**config.mk**
```make
export PLATFORM = sky130hd
export DESIGN_NAME = regfile_sequencer
export DESIGN_NICKNAME = d
export VERILOG_FILES = /design/src/rtl/regfile_sequencer.sv
export SDC_FILE = /design/constraint.sdc
export NUM_CORES = 1
export LEC_CHECK = 0
export BUFFER_PORTS_ARGS = -buffer_cell sky130_fd_sc_hd__buf_4
export CAP_MARGIN = 20
export CORE_ASPECT_RATIO = 1.4
export CORE_MARGIN = 5
export CORE_UTILIZATION = 54
export DETAILED_ROUTE_END_ITERATION = 8
export PLACE_DENSITY = 0.82
export REMOVE_ABC_BUFFERS = 1
export SLEW_MARGIN = 30
export SYNTH_ARGS = -nofsm -noshare
export SYNTH_HDL_FRONTEND = slang
export SYNTH_SLANG_ARGS = --single-unit
export TNS_END_PERCENT = 5
```
**constraint.sdc**
```tcl
create_clock -name clk -period 3.35 [get_ports clk]
set_input_delay 0.67 -clock clk [delete_from_list [all_inputs] [get_ports clk]]
set_output_delay 0.67 -clock clk [all_outputs]
set_load 0.01 [all_outputs]
```
**src/rtl/regfile_sequencer.sv**
```systemverilog
// Register-transfer sequencer: accepts one op per handshake, reads two registers,
// runs a small ALU op and writes the result back over the RegisterFile port set.
module regfile_sequencer #(
    parameter int WIDTH  = 8,
    parameter int ADDR_W = 3
) (
    input  logic              clk,
    input  logic              rst_n,
    input  logic              op_valid,
    output logic              op_ready,
    input  logic [1:0]        op_code,
    input  logic [ADDR_W-1:0] op_rs1,
    input  logic [ADDR_W-1:0] op_rs2,
    input  logic [ADDR_W-1:0] op_rd,
    input  logic [WIDTH-1:0]  op_imm,
    output logic [ADDR_W-1:0] rf_ra1,
    output logic [ADDR_W-1:0] rf_ra2,
    input  logic [WIDTH-1:0]  rf_rd1,
    input  logic [WIDTH-1:0]  rf_rd2,
    output logic [ADDR_W-1:0] rf_wa3,
    output logic [WIDTH-1:0]  rf_wd3,
    output logic              rf_we3,
    output logic              busy,
    output logic              done,
    output logic              flag_z,
    output logic              flag_c
);

    typedef enum logic [1:0] {S_IDLE, S_READ, S_EXEC, S_WRITE} state_t;
    typedef enum logic [1:0] {OP_LOADI, OP_ADD, OP_SUB, OP_AND} op_t;

    state_t              state_q, state_d;
    op_t                 code_q, code_d;
    logic [ADDR_W-1:0]   rs1_q, rs1_d, rs2_q, rs2_d, rd_q, rd_d;
    logic [WIDTH-1:0]    imm_q, imm_d, a_q, a_d, b_q, b_d, result_q, result_d;
    logic                carry_q, carry_d, flag_z_q, flag_z_d, flag_c_q, flag_c_d;
    logic [WIDTH:0]      alu;

    always_ff @(posedge clk or negedge rst_n) begin
        if (!rst_n) begin
            state_q  <= S_IDLE;
            code_q   <= OP_LOADI;
            rs1_q    <= '0;
            rs2_q    <= '0;
            rd_q     <= '0;
            imm_q    <= '0;
            a_q      <= '0;
            b_q      <= '0;
            result_q <= '0;
            carry_q  <= 1'b0;
            flag_z_q <= 1'b0;
            flag_c_q <= 1'b0;
        end else begin
            state_q  <= state_d;
            code_q   <= code_d;
            rs1_q    <= rs1_d;
            rs2_q    <= rs2_d;
            rd_q     <= rd_d;
            imm_q    <= imm_d;
            a_q      <= a_d;
            b_q      <= b_d;
            result_q <= result_d;
            carry_q  <= carry_d;
            flag_z_q <= flag_z_d;
            flag_c_q <= flag_c_d;
        end
    end

    // ALU is one bit wider so bit WIDTH carries ADD carry-out / SUB borrow.
    always_comb begin
        alu = '0;
        case (code_q)
            OP_LOADI: alu = {1'b0, imm_q};
            OP_ADD:   alu = {1'b0, a_q} + {1'b0, b_q};
            OP_SUB:   alu = {1'b0, a_q} - {1'b0, b_q};
            OP_AND:   alu = {1'b0, a_q & b_q};
            default:  alu = '0;
        endcase
    end

    always_comb begin
        state_d  = state_q;
        code_d   = code_q;
        rs1_d    = rs1_q;
        rs2_d    = rs2_q;
        rd_d     = rd_q;
        imm_d    = imm_q;
        a_d      = a_q;
        b_d      = b_q;
        result_d = result_q;
        carry_d  = carry_q;
        flag_z_d = flag_z_q;
        flag_c_d = flag_c_q;
        op_ready = 1'b0;
        busy     = 1'b0;
        done     = 1'b0;
        rf_ra1   = '0;
        rf_ra2   = '0;
        rf_wa3   = '0;
        rf_wd3   = '0;
        rf_we3   = 1'b0;
        case (state_q)
            S_IDLE: begin
                op_ready = 1'b1;
                if (op_valid) begin
                    code_d  = op_t'(op_code);
                    rs1_d   = op_rs1;
                    rs2_d   = op_rs2;
                    rd_d    = op_rd;
                    imm_d   = op_imm;
                    state_d = S_READ;
                end
            end
            S_READ: begin
                busy    = 1'b1;
                rf_ra1  = rs1_q;
                rf_ra2  = rs2_q;
                a_d     = rf_rd1;
                b_d     = rf_rd2;
                state_d = S_EXEC;
            end
            S_EXEC: begin
                busy     = 1'b1;
                result_d = alu[WIDTH-1:0];
                carry_d  = alu[WIDTH];
                state_d  = S_WRITE;
            end
            S_WRITE: begin
                busy     = 1'b1;
                done     = 1'b1;
                rf_we3   = 1'b1;
                rf_wa3   = rd_q;
                rf_wd3   = result_q;
                flag_z_d = (result_q == '0);
                flag_c_d = carry_q;
                state_d  = S_IDLE;
            end
            default: state_d = S_IDLE;
        endcase
    end

    assign flag_z = flag_z_q;
    assign flag_c = flag_c_q;

endmodule

```
Word level (Yosys, flattened, before mapping)
Cells that the tools add are included.
{ "op_classes": {"addsub": 2, "n_eq_ne": 7, "mux": 10, "n_bitwise": 1, "reduce_logical": 5} }
{ "ops": {"columns": ["operator", "count"], "rows": [
  ["$pmux 9 s4", 1],
  ["$add 8x8->9", 1],
  ["$mux 3", 3],
  ["$sub 8x8->9", 1],
  ["$and 8x8->8", 1],
  ["$eq 2x2->1 const B", 4],
  ["$logic_not 8->1", 1],
  ["$mux 8", 1],
  ["$pmux 2 s4", 1],
  ["$eq 2x1->1 const B", 2],
  ["$logic_not 2->1", 2],
  ["$mux 1", 3],
  ["$reduce_or 3->1", 1],
  ["$mux 2", 1],
  ["$ne 2x2->1 const B", 1],
  ["$reduce_and 2->1", 1]
]} }
{ "totals": {"regBits": 48, "inputBits": 38, "output_inout_bits": 23} }

Longest topological paths before layout
Gate-level depths: netlist of the first run.
{ "depth": {"depth_word": 3, "depth_mapped": 12} }

Worst setup path after synthesis of the first run
OpenSTA, ideal clock, no wires.
{ "synth_path": {"path_kind": "register to register", "start": "register code_q[0]", "end": "register result_q[6]", "setup_time_ns": 0.065, "arrival_time_ns": 2.365, "path_slack_ns": 0.920, "stages_incl_launch_ff": 11, "path_buffers": 1, "period_less_slack_ns": 2.430, "cell_sequence": "dfrtp_1 > inv_1 > ha_1 > clkbuf_1 > mux2i_1 > fa_1 > a211oi_2 > o21ai_1 > and3_1 > o311ai_1 > o21a_1"} }
{ "synth_via": {"elab_chain_len": 2, "elab_cells_between_ends": 5, "cone_classes": "3 x eq/ne; 1 x mux; 1 x reduce/logical"} }
{ "synth_lines": {"columns": ["element", "line_no", "rtl"], "rows": [
  ["start: declaration", "33", "op_t code_q, code_d;"],
  ["start signal: assignment", "55", "code_q <= code_d;"],
  ["$eq 2x2->1, or another cell as far along", "72", "case (code_q)"],
  ["$pmux 9 s4 (*)", "72", null],
  ["end signal: assignment", "62", "result_q <= result_d;"],
  ["end: declaration", "35", "logic [WIDTH-1:0] imm_q, imm_d, a_q, a_d, b_q, b_d, result_q, result_d;"]
]} }
Mark *: on every way between the ends. The rest lies on a longest branch, timed or not.
A chain may end at the register's enable or synchronous reset.

Worst setup path in the final report of the first run
{ "layout_path": {"start": "register b_q[0]", "end": "register carry_q"} }
{ "layout_via": {"elab_chain_len": 2, "elab_cells_between_ends": 3, "cone_classes": "2 x add/sub; 1 x mux"} }
{ "layout_lines": {"columns": ["element", "line_no", "rtl"], "rows": [
  ["start: declaration", "35", null],
  ["start signal: assignment", "48", "b_q <= '0;"],
  ["start signal: assignment", "61", "b_q <= b_d;"],
  ["$sub 8x8->9 or $add 8x8->9 (tied branches)", "75, 74", null],
  ["$pmux 9 s4 (*)", "72", null],
  ["end signal: assignment", "63", "carry_q <= carry_d;"],
  ["end: declaration", "36", "logic carry_q, carry_d, flag_z_q, flag_z_d, flag_c_q, flag_c_d;"]
]} }
Marks and branches as above.

==> metrics.txt, run 1 <==
Tmin final 2.64 ns; post-synth cell types 44; Cell Chain, Critical Path inv_1, ha_1, nand2b_1, nor4_1, nor2_1, xnor2_1, ha_1, a211oi_1, o21ai_1, a31oi_2, xor2_1, a41o_1; htree depth 2; Cell Pwr Density 1190 nW/um^2; Port Buffers 60; dominant cells by area after synthesis dfrtp_1 (45%), mux2_2 (15%), ha_1 (7.9%); Post-Syn Area per Cell 10.8 sq um; outcome complete, no violations; Initial Util 0.553; CP required 3.56 ns; CP max stage cell dfrtp_1; All-Layer GR Usage 0.178; main flop type after synthesis dfrtp_1; critical path class flip-flop to flip-flop; RePlAce Congestion 0.903; Ant. Diodes 0; maximum root-to-sink buffer count 2; clock sinks 48; drt drc 0; Vias 2,022; Int Power 2.32 mW; Post-CTS Setup Bufs 0; Clock power frac 0.128; TNS Setup 0 ns; cell count after synthesis 248; 1st-pass router iterations 4; cts bufs inserted 5; Synth Cell Area 2680 sq um; commonest cells after routing, fill and taps aside buf_4 (61), dfrtp_1 (48), mux2_2 (36), and2_1 (17), ha_1 (17); number of I/O pins 61; fin nets 360; max_cap viols 0; placed cell areas 3170 sq um; Die ar. 6490 sq um; FFs w/ async S/R, synth 1.00; Logic pwr share 0.590; Row Count 30; Synth top area share 0.448; Final period util 0.787; final slew viol count 0; Avg Vias per Cell 5.48; Net Sw Frac 0.408; relative slew slack 0.448; Worst-Margin Slew 0.826 ns; Critical Path AT 2.84 ns; pin count of the biggest net entering global routing 49; first-pass GRT wire length 9260 um; VDD IR-drop max 0.000736 V; Top cell by count, worst path ha_1; Yosys warning total 0; ANT nets after route 0; Pleak 1.53 nW; RSZ-0062 raised after global routing false; Hold Fails Final Rpt 0; Die H 93.4 um; top achievable clock speed 0.379 GHz; Std-Cell Core Area 4840 sq um; commonest non-fill, non-tap cell in the layout buf_4; Worst Hold Class input port to asynchronous set/reset pin; CP endpoint kind flip-flop; setup violators final 0; die width 69.5 um; hold buffers post-CTS 0; area leader, netlist dfrtp_1; FF+latch count, synth 48; CTS tree yes; Clk pin slew, worst setup/hold paths 0.10 ns; vias in the first global route 2,035; DR iter-0 viols 83; DR WL/cell 15.2 um; worst-skew pair later-pin latency 0.31 ns; Total Wirelength 5590 um; CP Launch Type flip-flop; final clock skew 0.0140 ns; Switch Pwr 1.60 mW; Seq/Total Area, Yosys 0.448; Area Growth Syn to Fin 23.2%; Clock Tree Root clkbuf_8; Congestion Overflow GR 0; CTS-repair resized insts 0; HPWL after detailed placement 4250 um; maximum fanout along the worst path 5; CP peak stage delay 0.43 ns; EDFF count, synth 0; initial antenna violation count 0; Seq pwr share 0.282; fin area 3300 sq um; layout cells sized above 1 0.354
[final cells by class]
class / count / area (sq um)
fill: 386 / 1540
multi-input combinational: 173 / 1370
sequential: 48 / 1200
timing repair buffer: 61 / 458
tap: 64 / 80.1
clock buffer: 5 / 68.8
clock inverter: 3 / 68.8
inverter: 15 / 56.3
[flip-flops by register name (all words and copies together) (netlist names)]
name      cells
a_q           8
state_q       2
code_q        2
imm_q         8
rs1_q         3
rd_q          3
result_q      8
rs2_q         3
flag_z        1
carry_q       1
b_q           8
flag_c        1
[worst paths after layout]
path                                            from              endpoint  slack, ns  depth (start not counted)
worst max-delay path              b_q[0]$_DFFE_PN0N_   carry_q$_DFFE_PN0P_       0.71                         12
worst min-delay path                           rst_n    a_q[2]$_DFFE_PN0N_       0.36                          1
worst max register to register    b_q[0]$_DFFE_PN0N_   carry_q$_DFFE_PN0P_       0.71                         12
worst min register to register  rs1_q[0]$_DFFE_PN0P_  rs1_q[0]$_DFFE_PN0P_       0.50                          1
max in group asynchronous                      rst_n  rs2_q[1]$_DFFE_PN0P_       2.58                          1
min in group clk                rs1_q[0]$_DFFE_PN0P_  rs1_q[0]$_DFFE_PN0P_       0.50                          1
[per-layer routing]
| metal | GRT usage | wire [um] |
|---|---|---|
| met1 | 0.192 | 2230 |
| met2 | 0.330 | 2970 |
| met3 | 0.0409 | 240 |
| met4 | 0.0749 | 147 |
| met5 | 0 | 0 |
[cells by family (layout without fill, tap and decap cells)]
kind of cell,after synthesis,count (layout),synth area share
simple gates,60,60,0.119
compound gates,49,49,0.121
flops,48,48,0.448
mux,37,37,0.155
buf+inv,27,84,0.0406
fa+ha+maj,18,18,0.0868
xor+xnor,9,9,0.0294
[Yosys cell counts, types with 2 or more instances]
cell type / instances
clkbuf_1: 8
dfrtp_1: 48
buf_2: 2
o21ai_1: 3
a32oi_1: 2
nor2_1: 11
o21a_1: 2
nor2b_1: 3
xnor2_1: 7
o22ai_1: 2
nand3b_1: 2
mux2_2: 36
xor2_1: 2
o211ai_1: 2
and2_1: 17
inv_1: 15
o21ai_0: 15
nand3_1: 5
a21oi_1: 7
ha_1: 17
a31oi_1: 3
nand2_1: 10
nor4_1: 4
nor3_1: 2
a211oi_1: 2
and3_1: 2
nand2b_1: 2
[per-stage QoR]
stage / setup WS [ns] / total power, mW / util / instances / hold WS [ns]
after floorplan: 0.989 / 2.83 / - / 236 / 0.374
after global placement: 0.833 / 3.37 / 0.654 / 361 / 0.479
after CTS: 0.708 / 3.95 / 0.682 / 369 / 0.383
final: 0.713 / 3.93 / 0.682 / 369 / 0.365
after global routing: 0.485 / 4.29 / 0.682 / 369 / 0.403
after detailed placement: 0.733 / 3.44 / 0.654 / 361 / 0.485
[worst max-delay path: cells and delay by family, from the launching register on]
family	cells	cell delay (ns)
AO/OA/AOI/OAI	4	0.92
adder cells (fa/ha/maj)	2	0.51
flip-flops	1	0.43
AND/OR/NAND/NOR	3	0.36
XOR/XNOR	2	0.23
buffers and inverters	1	0.10
[power groups by stage]
stage | Sequential [mW] | Combinational (mW) | Clock (mW)
detailed placement | 1.12 | 2.32 | 0
finish | 1.11 | 2.32 | 0.503
floorplan | 1.04 | 1.78 | 0
global route | 1.15 | 2.61 | 0.537
global placement | 1.10 | 2.27 | 0
CTS | 1.11 | 2.33 | 0.511
Power figures use the tool's default switching activity.
==> run 2, diff against run 1 <==
clock period = 2.6 ns   (was 3.35 ns; I/O delays follow)
==> run 2 against run 1 <==
  * Register-to-register slack lost 0.61 ns
  * Fmax grew 5.7%
  * Die area is the same
  * Via count grew 3.6%
  * Critical endpoint unchanged
  * Largest cell class unchanged
  * Largest power group unchanged
==> metrics.txt, run 2 (synthesis gave the netlist of run 1 again) <==
CP required 2.79 ns; Vias 2,094; TNS Setup 0 ns; Initial Util 0.553; Congestion Overflow GR 0; Port Buffers 60; first-pass GRT wire length 9250 um; max_cap viols 0; Worst R2R Setup Slack 0.10 ns; Top Metal Used met4; Total Wirelength 5820 um; RR Endpoint carry_q$_DFFE_PN0P_; DR WL/cell 15.4 um; Area Growth Syn to Fin 27.9%; Tmin final 2.50 ns; Final period util 0.960; top achievable clock speed 0.401 GHz; drt drc 0; Register Area 1200 sq um; 1st-pass router iterations 4; worst-skew pair later-pin latency 0.30 ns; post-route insts no fill 378; R2R depth 12; die width 69.5 um; RSZ-0062 raised after global routing true; Pleak 1.58 nW; layout cells sized above 1 0.414; Hold Fails Final Rpt 0; Fill cells 388; initial antenna violation count 0; CTS tree yes; Die ar. 6490 sq um; critical path class flip-flop to flip-flop; ANT nets after route 0; htree depth 2; Clk pin slew, worst setup/hold paths 0.09 ns; clock sinks 48; HPWL after detailed placement 4300 um; outcome complete, no violations; commonest cells after routing, fill and taps aside buf_4 (70), dfrtp_1 (48), mux2_2 (36), and2_1 (17); total power 5.37 mW; Ant. Diodes 0; fin nets 369; maximum fanout along the worst path 3; cts bufs inserted 5; vias in the first global route 2,011; metal2 WL 3070 um; RePlAce Congestion 0.964; Worst Hold Class input port to asynchronous set/reset pin; Clock Tree Root clkbuf_8; post-placement cell count 367; met3 routed wirelength 289 um; Critical Path AT 2.69 ns; relative slew slack 0.600; M1 WL 2250 um; CP endpoint kind flip-flop; placed cell areas 3210 sq um; Cell Pwr Density 1570 nW/um^2; Avg Vias per Cell 5.54; All-Layer GR Usage 0.176; final clock skew 0.00827 ns; DR iter-0 viols 99; Die H 93.4 um; commonest non-fill, non-tap cell in the layout buf_4; RR Startpoint b_q[1]$_DFFE_PN0N_; fin area 3430 sq um; maximum root-to-sink buffer count 2; setup violators final 0; hold buffers post-CTS 0; VDD IR-drop max 0.00111 V; pin count of the biggest net entering global routing 49; final slew viol count 0; Row Count 30; Std-Cell Core Area 4840 sq um; number of I/O pins 61; multi-input logic area 1440 sq um; CP Launch Type flip-flop; Worst-Margin Slew 0.600 ns
[run 2: what timing repair did]
| item | CTS | global route |
|---|---|---|
| gates resized for setup | 1 | 14 |
| pin swaps | 0 | 6 |
| buffers inserted | 0 | 3 |
| setup endpoints to repair | 1 | 5 |
[run 2: where the power goes]
part / internal (mW) / leakage [nW] / switching [mW] / total, mW
logic: 1.68 / 0.944 / 1.70 / 3.38
clock network: 0.315 / 0.0614 / 0.254 / 0.569
registers: 1.12 / 0.575 / 0.300 / 1.42
[run 2: final cells by class]
type,count,area share
Clock inverter,2,0.0113
Tap cell,64,0.0234
Inverter,15,0.0164
Timing Repair Buffer,70,0.153
Sequential cell,48,0.350
Multi-Input combinational cell,173,0.421
Clock buffer,6,0.0241
[run 2: worst max-delay path by stage]
stage	startpoint	end	slack, ns	cells after the start
after global routing	b_q[1]$_DFFE_PN0N_	result_q[6]$_DFFE_PN0P_	-0.04	10
after global placement	code_q[0]$_DFFE_PN0P_	result_q[6]$_DFFE_PN0P_	0.10	9
after CTS	code_q[0]$_DFFE_PN0P_	result_q[6]$_DFFE_PN0P_	0.02	9
after floorplan	b_q[0]$_DFFE_PN0N_	carry_q$_DFFE_PN0P_	0.24	12
after detailed placement	b_q[1]$_DFFE_PN0N_	carry_q$_DFFE_PN0P_	0.03	12
final	b_q[1]$_DFFE_PN0N_	carry_q$_DFFE_PN0P_	0.10	12
[run 2: per-stage QoR]
step	util	worst slack, ns	hold slack (ns)
after global placement	0.663	0.102	0.478
after detailed placement	0.663	0.0321	0.486
final	0.708	0.104	0.205
after floorplan	-	0.239	0.224
after CTS	0.689	0.0217	0.241
after global routing	0.708	-0.0444	0.258
[run 2: per-layer routing]
metal  vias to the layer above  global-route usage
met1                      1008               0.200
met3                        19              0.0409
met2                        63               0.311
met5                         -                   0
li1                       1004                   -
met4                         0              0.0847
[run 2: critical path, stage by stage (launching register included)]
cell	delay (ns)
dfrtp_1	0.41
inv_2	0.09
ha_4	0.14
nand2b_4	0.06
nor4_4	0.23
nor2_1	0.09
xnor2_1	0.13
ha_1	0.35
a211oi_2	0.23
o21ai_1	0.12
a31oi_2	0.18
xor2_1	0.08
a41o_1	0.25
==> run 3, diff against run 2 <==
CELL_PAD_IN_SITES_DETAIL_PLACEMENT = 2   (was default)
CELL_PAD_IN_SITES_GLOBAL_PLACEMENT = 2   (was default)
CORE_UTILIZATION = 34   (was 54)
PLACE_DENSITY = 0.81   (was 0.82)
==> run 3 against run 2 <==
  * The flow now finishes with violations (setup timing)
  * Via count is 1.3% higher
  * Critical path depth stayed put
  * Combinational power is 7.4% higher
  * Clock skew hardly changed
  * Worst hold slack worse by 0.0039 ns
  * Die area is 51% higher
  * Flip-flop and latch count stayed put
  * Count of clock-buffer cells in the layout is 1 lower
  * Fmax is 6.3% lower
  * Largest power group unchanged
==> metrics.txt, run 3 (synthesis gave the netlist of run 1 again) <==
VDD IR-drop max 0.000544 V; Switch Pwr 2.46 mW; DR WL/cell 17.9 um; multi-input logic area 1440 sq um; RR Startpoint b_q[1]$_DFFE_PN0N_; cts bufs inserted 5; Row Count 38; Avg Vias per Cell 5.08; RSZ-0062 raised after global routing true; Pleak 1.59 nW; Worst R2R Setup Slack -0.06 ns; Cell Chain, Critical Path inv_2, ha_4, nand2b_4, nor4_4, nor2_1, xnor2_1, ha_1, a211oi_2, o21ai_1, a31oi_2, xor2_1, a41o_1; final slew viol count 0; Ant. Diodes 0; critical path class flip-flop to flip-flop; post-route worst setup slack -0.0630 ns; hold buffers post-CTS 0; worst hold slack 0.201 ns; fin nets 373; outcome complete, but fails checks; Register Area 1200 sq um; setup violators final 1; Die H 115 um; htree depth 2; pin count of the biggest net entering global routing 49; worst-skew pair later-pin latency 0.32 ns; Port Buffers 60; commonest cells after routing, fill and taps aside buf_4 (74), dfrtp_1 (48), mux2_2 (36), and2_1 (17); CTS tree yes; RePlAce Congestion 0.782; commonest non-fill, non-tap cell in the layout buf_4; maximum root-to-sink buffer count 2; Worst Hold Class input port to asynchronous set/reset pin; layout cells sized above 1 0.415; Clock Tree Root clkbuf_8; Die ar. 9780 sq um; All-Layer GR Usage 0.158; R2R depth 12; Hold Fails Final Rpt 0; top achievable clock speed 0.376 GHz; clock sinks 48; maximum fanout along the worst path 4; number of I/O pins 61; Total Wirelength 7480 um; met1 usage 0.174; Std-Cell Core Area 7700 sq um; CP required 2.81 ns; 1st-pass router iterations 4; Clk pin slew, worst setup/hold paths 0.09 ns; final clock skew 0.00861 ns; Final period util 1.02; total power 5.63 mW; ANT nets after route 0; Worst-Margin Slew 0.643 ns; max_cap viols 0; met3 GRT Util 0.0315; failing checks setup timing; WP buf/inv 1; Critical Path AT 2.87 ns; fin util 0.453; RR Endpoint carry_q$_DFFE_PN0P_; Fill cells 844; CP max stage cell dfrtp_1; HPWL after detailed placement 5810 um; Vias 2,122; Crit path max-delay family compound AO/OA/AOI/OAI gates; die width 85.0 um; vias in the first global route 2,385; Initial Util 0.348; relative slew slack 0.571; CP endpoint kind flip-flop; Seq pwr share 0.256; Cell Pwr Density 1610 nW/um^2; drt drc 0; DR iter-0 viols 24; Logic pwr share 0.645; CP Launch Type flip-flop; Net Sw Frac 0.437; Clock power frac 0.099; Congestion Overflow GR 0; first-pass GRT wire length 12,100 um; Tmin final 2.66 ns; initial antenna violation count 0; CP peak stage delay 0.43 ns; GRT met2 Usage 0.296; Int Power 3.17 mW; GRT busiest layer met2; Area Growth Syn to Fin 30.3%
==> run 3: cell type report <==
cell class	instances	area share
tap	100	0.0358
sequential	48	0.344
clock buffer	5	0.0197
clock inverter	3	0.0122
inverter	15	0.0161
timing repair buffer	74	0.159
multi-input combinational	173	0.413
==> run 3: per-layer routing <==
layer	up-vias	wire length, um
met4	0	127
met3	9	238
met2	35	4160
met5	-	0
li1	1009	-
met1	1069	2950
==> run 3: repair_timing <==
action | 4_1_cts | 5_1_grt
endpoints found under the setup margin | 2 | 5
setup buffers | 2 | 7
hold endpoints to repair | 0 | 0
pin swaps | 3 | 10
resized for setup | 4 | 10
==> run 3: how the worst max path moves through the flow <==
stage               depth (start not counted)                   from                      end  slack, ns
floorplan                                  12     b_q[0]$_DFFE_PN0N_      carry_q$_DFFE_PN0P_       0.24
global placement                           12     b_q[0]$_DFFE_PN0N_      carry_q$_DFFE_PN0P_       0.11
detailed placement                         12     b_q[0]$_DFFE_PN0N_      carry_q$_DFFE_PN0P_      -0.06
CTS                                        10  code_q[1]$_DFFE_PN0P_  result_q[6]$_DFFE_PN0P_      0.002
global route                               12     b_q[1]$_DFFE_PN0N_      carry_q$_DFFE_PN0P_      -0.18
finish                                     12     b_q[1]$_DFFE_PN0N_      carry_q$_DFFE_PN0P_      -0.06
==> run 3: through the flow <==
step,TNS (ns),std cells,area [sq um],setup WS (ns)
after floorplan,0,236,2630,0.239
after global placement,0,401,3240,0.107
after detailed placement,-0.0792,401,3240,-0.0585
after CTS,0,411,3390,0.00187
after global routing,-0.417,418,3490,-0.181
final,-0.0630,418,3490,-0.0630
==> run 3: worst register-to-register path: cells and delay by family (launching register included) <==
kind	cells	cell delay, ns
AND/OR/NAND/NOR	3	0.46
adder cells (fa/ha/maj)	2	0.51
flip-flops	1	0.43
buffers and inverters	1	0.10
AO/OA/AOI/OAI	4	0.84
XOR/XNOR	2	0.22
==> run 3: power by group through the flow <==
stage                     registers (mW)  logic (mW)  clock network, mW
after floorplan                     1.34        2.30                  0
after global placement              1.42        3.05                  0
after detailed placement            1.45        3.25                  0
after CTS                           1.44        3.42              0.577
after global routing                1.50        3.97              0.609
final                               1.44        3.63              0.556
